--- src/rtl/pipe_pkg.sv ---
// Shared types, default widths and helpers for the elastic pipeline stage buffer.
package pipe_pkg;

    localparam int DEFAULT_DATA_W = 256;
    localparam int DEFAULT_CTRL_W = 16;
    localparam int DEFAULT_CNT_W  = 32;

    typedef enum logic [1:0] {
        EMPTY = 2'd0,
        ONE   = 2'd1,
        TWO   = 2'd2
    } pipe_state_e;

    // Increment that sticks at the all-ones value of a counter of the given width.
    function automatic logic [63:0] sat_inc(input logic [63:0] value, input int unsigned width);
        logic [63:0] max_v;
        if (width >= 32'd64) begin
            max_v = {64{1'b1}};
        end else begin
            max_v = (64'd1 << width) - 64'd1;
        end
        if (value >= max_v) begin
            sat_inc = max_v;
        end else begin
            sat_inc = value + 64'd1;
        end
    endfunction

endpackage

--- src/rtl/pipe_entry.sv ---
// One storage slot of the stage buffer: control word plus payload with load enable.
module pipe_entry #(
    parameter int W = 8
) (
    input  logic         clk,
    input  logic         reset,
    input  logic         load,
    input  logic [W-1:0] d,
    output logic [W-1:0] q
);

    logic [W-1:0] q_r;

    // Entry register; holds its contents unless explicitly loaded.
    always_ff @(posedge clk) begin
        if (reset) begin
            q_r <= '0;
        end else if (load) begin
            q_r <= d;
        end
    end

    assign q = q_r;

endmodule

--- src/rtl/pipe_stage_buf.sv ---
// Elastic pipeline stage: main + skid entries behind a valid/ready handshake, with
// registered in_ready, flush-to-bubble, NOP control gating and a saturating stall counter.
module pipe_stage_buf
    import pipe_pkg::*;
#(
    parameter int                 DATA_W   = DEFAULT_DATA_W,
    parameter int                 CTRL_W   = DEFAULT_CTRL_W,
    parameter logic [CTRL_W-1:0]  NOP_CTRL = '0,
    parameter int                 CNT_W    = DEFAULT_CNT_W
) (
    input  logic              clk,
    input  logic              reset,
    input  logic              in_valid,
    output logic              in_ready,
    input  logic [CTRL_W-1:0] in_ctrl,
    input  logic [DATA_W-1:0] in_data,
    input  logic              flush,
    output logic              out_valid,
    input  logic              out_ready,
    output logic [CTRL_W-1:0] out_ctrl,
    output logic [DATA_W-1:0] out_data,
    output logic [1:0]        occupancy,
    output logic [CNT_W-1:0]  stall_cnt
);

    localparam int ENTRY_W = CTRL_W + DATA_W;

    pipe_state_e        state_r;
    pipe_state_e        state_nxt_s;
    logic               in_ready_r;
    logic               out_valid_r;
    logic [CNT_W-1:0]   stall_cnt_r;
    logic [1:0]         occupancy_s;

    logic               accept_s;
    logic               release_s;
    logic               load_main_s;
    logic               load_skid_s;
    logic               main_from_skid_s;
    logic [ENTRY_W-1:0] in_entry_s;
    logic [ENTRY_W-1:0] main_d_s;
    logic [ENTRY_W-1:0] main_q_s;
    logic [ENTRY_W-1:0] skid_q_s;

    assign accept_s   = in_valid & in_ready_r;
    assign release_s  = out_valid_r & out_ready;
    assign in_entry_s = {in_ctrl, in_data};
    assign main_d_s   = main_from_skid_s ? skid_q_s : in_entry_s;

    // Next-state and entry load decisions; flush overrides all movement and loads nothing.
    always_comb begin
        state_nxt_s      = state_r;
        load_main_s      = 1'b0;
        load_skid_s      = 1'b0;
        main_from_skid_s = 1'b0;
        if (flush) begin
            state_nxt_s = EMPTY;
        end else begin
            case (state_r)
                EMPTY: begin
                    if (accept_s) begin
                        state_nxt_s = ONE;
                        load_main_s = 1'b1;
                    end else begin
                        state_nxt_s = EMPTY;
                    end
                end
                ONE: begin
                    if (accept_s && release_s) begin
                        state_nxt_s = ONE;
                        load_main_s = 1'b1;
                    end else if (accept_s) begin
                        state_nxt_s = TWO;
                        load_skid_s = 1'b1;
                    end else if (release_s) begin
                        state_nxt_s = EMPTY;
                    end else begin
                        state_nxt_s = ONE;
                    end
                end
                TWO: begin
                    if (release_s) begin
                        state_nxt_s      = ONE;
                        load_main_s      = 1'b1;
                        main_from_skid_s = 1'b1;
                    end else begin
                        state_nxt_s = TWO;
                    end
                end
                default: begin
                    state_nxt_s = EMPTY;
                end
            endcase
        end
    end

    // State, handshake flags and stall counter; in_ready is decided one edge ahead.
    always_ff @(posedge clk) begin
        if (reset) begin
            state_r     <= EMPTY;
            in_ready_r  <= 1'b0;
            out_valid_r <= 1'b0;
            stall_cnt_r <= '0;
        end else begin
            state_r     <= state_nxt_s;
            in_ready_r  <= (state_nxt_s != TWO);
            out_valid_r <= (state_nxt_s != EMPTY);
            if (out_valid_r && !out_ready) begin
                stall_cnt_r <= CNT_W'(sat_inc(64'(stall_cnt_r), CNT_W));
            end
        end
    end

    // Beat count decoded from the held state.
    always_comb begin
        occupancy_s = 2'd0;
        case (state_r)
            EMPTY:   occupancy_s = 2'd0;
            ONE:     occupancy_s = 2'd1;
            TWO:     occupancy_s = 2'd2;
            default: occupancy_s = 2'd0;
        endcase
    end

    pipe_entry #(.W(ENTRY_W)) u_main (
        .clk   (clk),
        .reset (reset),
        .load  (load_main_s),
        .d     (main_d_s),
        .q     (main_q_s)
    );

    pipe_entry #(.W(ENTRY_W)) u_skid (
        .clk   (clk),
        .reset (reset),
        .load  (load_skid_s),
        .d     (in_entry_s),
        .q     (skid_q_s)
    );

    // Bubbles always present NOP control so no live control leaks downstream.
    assign out_ctrl  = out_valid_r ? main_q_s[ENTRY_W-1 -: CTRL_W] : NOP_CTRL;
    assign out_data  = main_q_s[DATA_W-1:0];
    assign out_valid = out_valid_r;
    assign in_ready  = in_ready_r;
    assign occupancy = occupancy_s;
    assign stall_cnt = stall_cnt_r;

endmodule
--- config.mk ---
export PLATFORM = sky130hd
export DESIGN_NAME = pipe_stage_buf
export DESIGN_NICKNAME = d
export VERILOG_FILES = /design/src/rtl/pipe_pkg.sv /design/src/rtl/pipe_entry.sv /design/src/rtl/pipe_stage_buf.sv
export SDC_FILE = /design/constraint.sdc
export NUM_CORES = 1
export LEC_CHECK = 0
export BUFFER_PORTS_ARGS = -buffer_cell sky130_fd_sc_hd__buf_2
export CAP_MARGIN = 10
export CORE_AREA = 5 5 226 228
export CTS_CLUSTER_DIAMETER = 100
export CTS_CLUSTER_SIZE = 25
export DETAILED_ROUTE_END_ITERATION = 10
export DIE_AREA = 0 0 231 233
export PLACE_DENSITY = 0.76
export RECOVER_POWER = 50
export SYNTH_ARGS = -nofsm -noshare
export SYNTH_HDL_FRONTEND = slang
export SYNTH_SLANG_ARGS = --single-unit
--- constraint.sdc ---
create_clock -name clk -period 4.85 [get_ports clk]
set_input_delay 0.97 -clock clk [delete_from_list [all_inputs] [get_ports clk]]
set_output_delay 0.97 -clock clk [all_outputs]
set_load 0.03 [all_outputs]
==> reports/results.tsv, run 1 <==
metric	value	unit
status	complete, but fails checks	
violations	max-capacitance violations, max-slew violations	
ir_drop	0.000289	V
synth_compound_area_share	14.8	%
cpPeakStageDelay	1640	ps
synth-xor-area-share	0.777	%
drtIter0Drc	1146	
p_per_area	323	mW/mm^2
critPathArrivalTime	4330	ps
yosys.cell_types.count	43	
cts_max_level	1	
period_share	78.6	%
yosysTopAreaCell	dfxtp_1	
vias_per_cell	5.41	
crit_family	simple AND/OR/NAND/NOR gates	
syn-num-nets	3151	
fin_nets	3336	
drive_gt1_share	12.4	%
hp-start	u_skid.q[133]$_SDFFE_PP0P_	
finalSetupViolCount	0	
grt_pass1_wl	100000	um
synth_top_family_by_area	simple AND/OR/NAND/NOR gates	
yosys.cell_count.top_type	dfxtp_1	
clkTransAtPathRegs	100	ps
use_met2	37.5	%
drt_wl_total	64300	um
synth_top_area_share	46.8	%
grt_pass1_vias	19125	
ff2ff_setup_slack	1040	ps
areaGrowthSynthToFinish	7.68	%
num_rows	81	
endpoint_kind	register	
synth_common_cells	dfxtp_1 (580), nand2_1 (555), a21oi_1 (303)	
slowest_stage	and3b_1	
path_class	reg2reg	
wl_per_cell	17.4	um
cts_tree	built	
cts_sinks	580	
synth-edff-count	0	
synth.avg_cell_area	8.64	um^2
drt_pass1_iterations	7	
antenna_found_initial	22	
synthMuxAreaShare	11.0	%
path_cells	nand2_1, ha_1, and3b_1, clkbuf_1, nand2_1, a21oi_1	
fin_crit	3810	ps
grt-ovfl-total	0	
ys_seq_area_share	46.8	%
yosys-top-cells-area	dfxtp_1 (47%), mux2i_1 (11%), nand2_1 (8.4%), a211oi_1 (8.3%), buf_4 (7.7%)	
path_depth	6	
io_buffer_count	584	
grt_use_met3	5.70	%
coreArea	0.0486	mm^2
rsz0062_at_grt	no	
dieArea	0.0538	mm^2
cts_buffer_depth	3	
io_pins	585	
startpoint_type	register	
ys_warn_count	0	
r2r-end	u_skid.q[243]$_SDFFE_PP0P_	
vias	20007	
required	5370	ps
hold_path.class	reg2reg	
synthesis.area	0.0248	mm^2
report.final.slew_viol_count	47	
numCtsBuffers	28	
min_path_cells	2	
antenna_left	0	
crit_fanout	48	
drc	0	
max_slew.worst_pin.slew	2180	ps
yosys.area_share.simple	14.9	%
crit_top_cell	nand2_1	
postCtsHoldBufs	0	
synth-adder-area-share	0.151	%
ys_ff_latch	580	
dieWidth	231	um
dp_hpwl	45200	um
post_cts_buffers	0	
cts_root_buf	clkbuf_16	
tns	0	ps
hold_viol_final	0	
maxSlewHeadroom	-45.4	%
die_y	233	um
cp.buffers_inverters	1	
fmax	262	MHz
gr-usage-met1	27.1	%
async_reset_ff_share	0	%
hold_end	u_skid.q[133]$_SDFFE_PP0P_	
grtUsageTotal	22.2	%
grt_max_degree	145	
r2r_start	out_valid$_SDFF_PP0_	
finalPower	8.64	mW
synth_flop_cell	dfxtp_1	
busiest_layer	met2	
post_cts_resized	0	
initial_core_util	51.0	%
r2r_cells	6	
worstSetupStartpoint	out_valid$_SDFF_PP0_	
place_congestion	0.850	
syn_inst	2871	
cap_viol_max_count	1	
clock_latency	590	ps
skew	25.5	ps
power.leakage	11.1	nW
## cells by family (layout without fill, tap and decap cells)
logic type | Yosys count | after routing
flops | 580 | 580
compound gates | 590 | 590
simple gates | 918 | 918
mux | 272 | 272
fa+ha+maj | 3 | 3
xor+xnor | 22 | 22
other cells | 0 | 14
buf+inv | 486 | 675
## placed cells by master, fill, tap and decap left out, types with 3 or more instances in the layout
cell / n
dfxtp_1: 580
nand2_1: 555
a21oi_1: 302
clkbuf_1: 294
buf_2: 292
nor2_1: 285
a211oi_1: 275
mux2i_1: 272
clkbuf_16: 29
buf_4: 29
and2_1: 19
buf_12: 17
diode_2: 14
nand3_1: 11
nand4_1: 11
xor2_1: 11
xnor2_1: 11
nor3_1: 10
inv_1: 8
a31oi_1: 5
nor2b_1: 4
nand3b_1: 3
and4_1: 3
a311oi_1: 3
ha_1: 3
## stage by stage
step	instances	instance area [um^2]	hold WS, ps	setup WS (ps)	util (%)
floorplan	2871	24800	436	2190	-
global placement	3648	26300	440	1490	54.0
detailed placement	3648	26300	446	1430	54.0
CTS	3682	27100	459	1580	55.7
global route	3694	26700	470	710	54.9
finish	3696	26700	456	1040	54.9
## area by class of cell
cell class,count,area (um^2)
Clock buffer,29,726
Inverter,8,30.0
Fill cell,4537,21900
Clock inverter,5,77.6
Multi-Input combinational cell,1805,10300
Timing Repair Buffer,633,3140
Tap cell,622,778
Sequential cell,580,11600
Antenna cell,14,35.0
## how the worst max path moves through the flow
stage / to / slack (ps)
2_1_floorplan: u_main.q[125]$_SDFFE_PP0P_ / 2190
3_3_place_gp: u_main.q[161]$_SDFFE_PP0P_ / 1490
3_5_place_dp: u_main.q[121]$_SDFFE_PP0P_ / 1430
4_1_cts: u_main.q[164]$_SDFFE_PP0P_ / 1580
5_1_grt: u_skid.q[251]$_SDFFE_PP0P_ / 710
6_report: u_skid.q[243]$_SDFFE_PP0P_ / 1040
## flip-flops by register name, summed over array words and instances (netlist names)
signal and flops:
u_main.q 272, out_valid 1, state_r 2, in_ready 1, u_skid.q 272, stall_cnt 32
## worst register-to-register path: stages (launching register included)
cell and delay [ps]:
dfxtp_1 560, nand2_1 230, ha_1 180, and3b_1 1640, clkbuf_1 820, nand2_1 140, a21oi_1 170
## routing by layer
layer	part of all wire [%]	vias up
met5	0.17	-
met4	4.5	16
met3	7.3	163
met2	48	561
met1	40	9406
li1	-	9861
## report_power, final
group          internal, mW  total, mW  switching (mW)
sequential             4.91       5.00          0.0917
clock                  1.14       2.66            1.52
combinational         0.304      0.981           0.677
total                  6.35       8.64            2.28
No activity file was read; power rests on OpenSTA's default activity.
==> run 2: changes to the inputs <==
--- a/config.mk
+++ b/config.mk
@@ -7,11 +7,11 @@
 export LEC_CHECK = 0
 export BUFFER_PORTS_ARGS = -buffer_cell sky130_fd_sc_hd__buf_2
 export CAP_MARGIN = 10
-export CORE_AREA = 5 5 226 228
+export CORE_AREA = 5 5 227 229
 export CTS_CLUSTER_DIAMETER = 100
 export CTS_CLUSTER_SIZE = 25
 export DETAILED_ROUTE_END_ITERATION = 10
-export DIE_AREA = 0 0 231 233
+export DIE_AREA = 0 0 232 234
 export PLACE_DENSITY = 0.76
 export RECOVER_POWER = 50
 export SYNTH_ARGS = -nofsm -noshare
==> constraint.sdc (replaced) <==
create_clock -name clk -period 3.55 [get_ports clk]
set_input_delay 0.71 -clock clk [delete_from_list [all_inputs] [get_ports clk]]
set_output_delay 0.71 -clock clk [all_outputs]
set_load 0.03 [all_outputs]
==> run 2 against run 1 <==
  * The run still ends with max-capacitance violations, max-slew violations left
  * Core utilization shrank 0.87 points
  * Non-clock buffer count down 2
  * Sequential power grew 36%
  * Final cell count up 1.2%
  * Via count decreased by 2.9%
  * Combinational power rose by 36%
  * Critical endpoint is now stall_cnt[14]$_SDFFE_PP0P_
  * Critical path depth decreased by 1
  * Sequential share of layout area about the same
  * First-iteration DRC count is 12% higher
  * Total power increased by 34%
  * Register-to-register slack got worse by 370 ps
  * Clock skew down 14 ps
==> reports/results.tsv, run 2 (synthesized netlist as in run 1, its figures left out) <==
metric	value	unit	change
layout_commonest_cell	dfxtp_1		unchanged
place_inst	3696		was 3648
fmax	346	MHz	was 262 MHz
initial_core_util	50.1	%	was 51.0%
slowest_stage	or4_1		was and3b_1
dpl_cell_area	0.0264	mm^2	was 0.0263 mm^2
grt-ovfl-total	0		unchanged
report.final.slew_viol_count	10		was 47
critPathArrivalTime	3390	ps	was 4330 ps
vias	19434		was 20007
hold_viol_final	0		unchanged
clock_latency	580	ps	was 590 ps
io_buffer_count	584		unchanged
rsz0062_at_grt	no		unchanged
antenna_left	0		unchanged
fin_ws	664	ps	was 1040 ps
final_area	0.0267	mm^2	about the same
wl_met1	27200	um	was 25800 um
grt_pass1_vias	17705		was 19125
crit_fanout	24		was 48
startpoint_type	register		unchanged
grt_pass1_wl	97500	um	was 100000 um
io_pins	585		unchanged
cts_tree	built		unchanged
routed.top_layer	met5		unchanged
place_ws	665	ps	was 1430 ps
place_congestion	0.831		was 0.850
seqCellArea	0.0116	mm^2	unchanged
path_class	reg2reg		unchanged
post_cts_buffers	0		unchanged
period_share	81.3	%	was 78.6%
dieWidth	232	um	was 231 um
p_per_area	432	mW/mm^2	was 323 mW/mm^2
endpoint_kind	register		unchanged
clkTransAtPathRegs	100	ps	about the same
cap_viol_max_count	1		unchanged
max_slew.worst_pin.slew	1560	ps	was 2180 ps
drt_pass1_iterations	5		was 7
required	4050	ps	was 5370 ps
tns	0	ps	unchanged
path_cells	nand4_1, or4_1, nor2_1, nand2_2, a21oi_1		was nand2_1, ha_1, and3b_1, clkbuf_1, nand2_1, a21oi_1
grt_max_degree	109		was 145
cts_sinks	580		unchanged
skew	11.3	ps	was 25.5 ps
maxSlewHeadroom	-4.76	%	was -45.4%
power.leakage	11.1	nW	about the same
crit_family	simple AND/OR/NAND/NOR gates		unchanged
status	complete, but fails checks		unchanged
antenna_found_initial	20		was 22
vias_per_cell	5.20		was 5.41
cts_buffer_depth	3		unchanged
grtUsageTotal	21.6	%	was 22.2%
wl_per_cell	16.9	um	was 17.4 um
wl_met3	3990	um	was 4680 um
dp_hpwl	44800	um	was 45200 um
ir_drop	0.000330	V	was 0.000289 V
dieArea	0.0543	mm^2	was 0.0538 mm^2
cp.buffers_inverters	0		was 1
numCtsBuffers	27		was 28
cts_root_buf	clkbuf_16		unchanged
num_rows	82		was 81
drt_wl_total	63400	um	was 64300 um
most-common-layout-cells	dfxtp_1 (580), nand2_1 (554), clkbuf_1 (303)		was dfxtp_1 (580), nand2_1 (555), a21oi_1 (302)
multi_input_area	0.0103	mm^2	about the same
met2_length	30600	um	was 30800 um
violations	max-capacitance violations, max-slew violations		unchanged
fin_crit	2890	ps	was 3810 ps
hold_path.class	in2reg		was reg2reg
die_y	234	um	was 233 um
postCtsHoldBufs	0		unchanged
instances_no_fill	3740		was 3696
drc	0		unchanged
cpPeakStageDelay	770	ps	was 1640 ps
finalSetupViolCount	0		unchanged
post_cts_resized	0		unchanged
nFillCells	4751		was 4537
holdWs	365	ps	was 456 ps
areaGrowthSynthToFinish	7.73	%	was 7.68%
fin_nets	3333		was 3336
drive_gt1_share	12.0	%	was 12.4%
coreArea	0.0495	mm^2	was 0.0486 mm^2
cts_max_level	1		unchanged
drtIter0Drc	1284		was 1146
post-route-util	54.0	%	was 54.9%
finalPower	11.5	mW	was 8.64 mW
==> run 2: changes by cell type in the layout (fill, tap and decap cells not counted), moves of 2 or more <==
cell,before,now
buf_12,17,24
inv_6,0,2
clkbuf_2,0,3
buf_2,292,285
clkbuf_16,29,27
buf_4,29,15
clkbuf_1,294,303
==> run 2: path summary, 6_finish.rpt <==
kind / cells after the start / slack [ps] / to / from
setup reg to reg: 5 / 660 / stall_cnt[14]$_SDFFE_PP0P_ / stall_cnt[9]$_SDFFE_PP0P_
setup / recovery: 5 / 660 / stall_cnt[14]$_SDFFE_PP0P_ / stall_cnt[9]$_SDFFE_PP0P_
hold / removal: 3 / 360 / u_skid.q[205]$_SDFFE_PP0P_ / in_data[205]
hold reg to reg: 2 / 460 / u_skid.q[59]$_SDFFE_PP0P_ / u_skid.q[59]$_SDFFE_PP0P_
==> run 2: power by group <==
group          total (mW)  switching (mW)  internal, mW
clock                3.40            2.02          1.38
sequential           6.82           0.114          6.70
combinational        1.33           0.919         0.413
==> run 2: area by class of cell <==
class | instances | area share [%]
Clock buffer | 27 | 2.53
Inverter | 8 | 0.112
Sequential cell | 580 | 43.5
Antenna cell | 14 | 0.131
Clock inverter | 3 | 0.0983
Multi-Input combinational cell | 1805 | 38.6
Tap cell | 672 | 3.15
Timing Repair Buffer | 631 | 11.9
==> run 2: metal layers <==
metal	GRT usage, %	vias to the layer above
met4	6.22	14
met5	0	-
met3	4.72	99
li1	-	9860
met1	28.4	9006
met2	36.1	455
==> run 2: worst reg2reg max path, delay by kind of cell (launching register included) <==
kind	cells	cell delay, ps
simple gates	4	2100
compound gates	1	260
flops	1	450
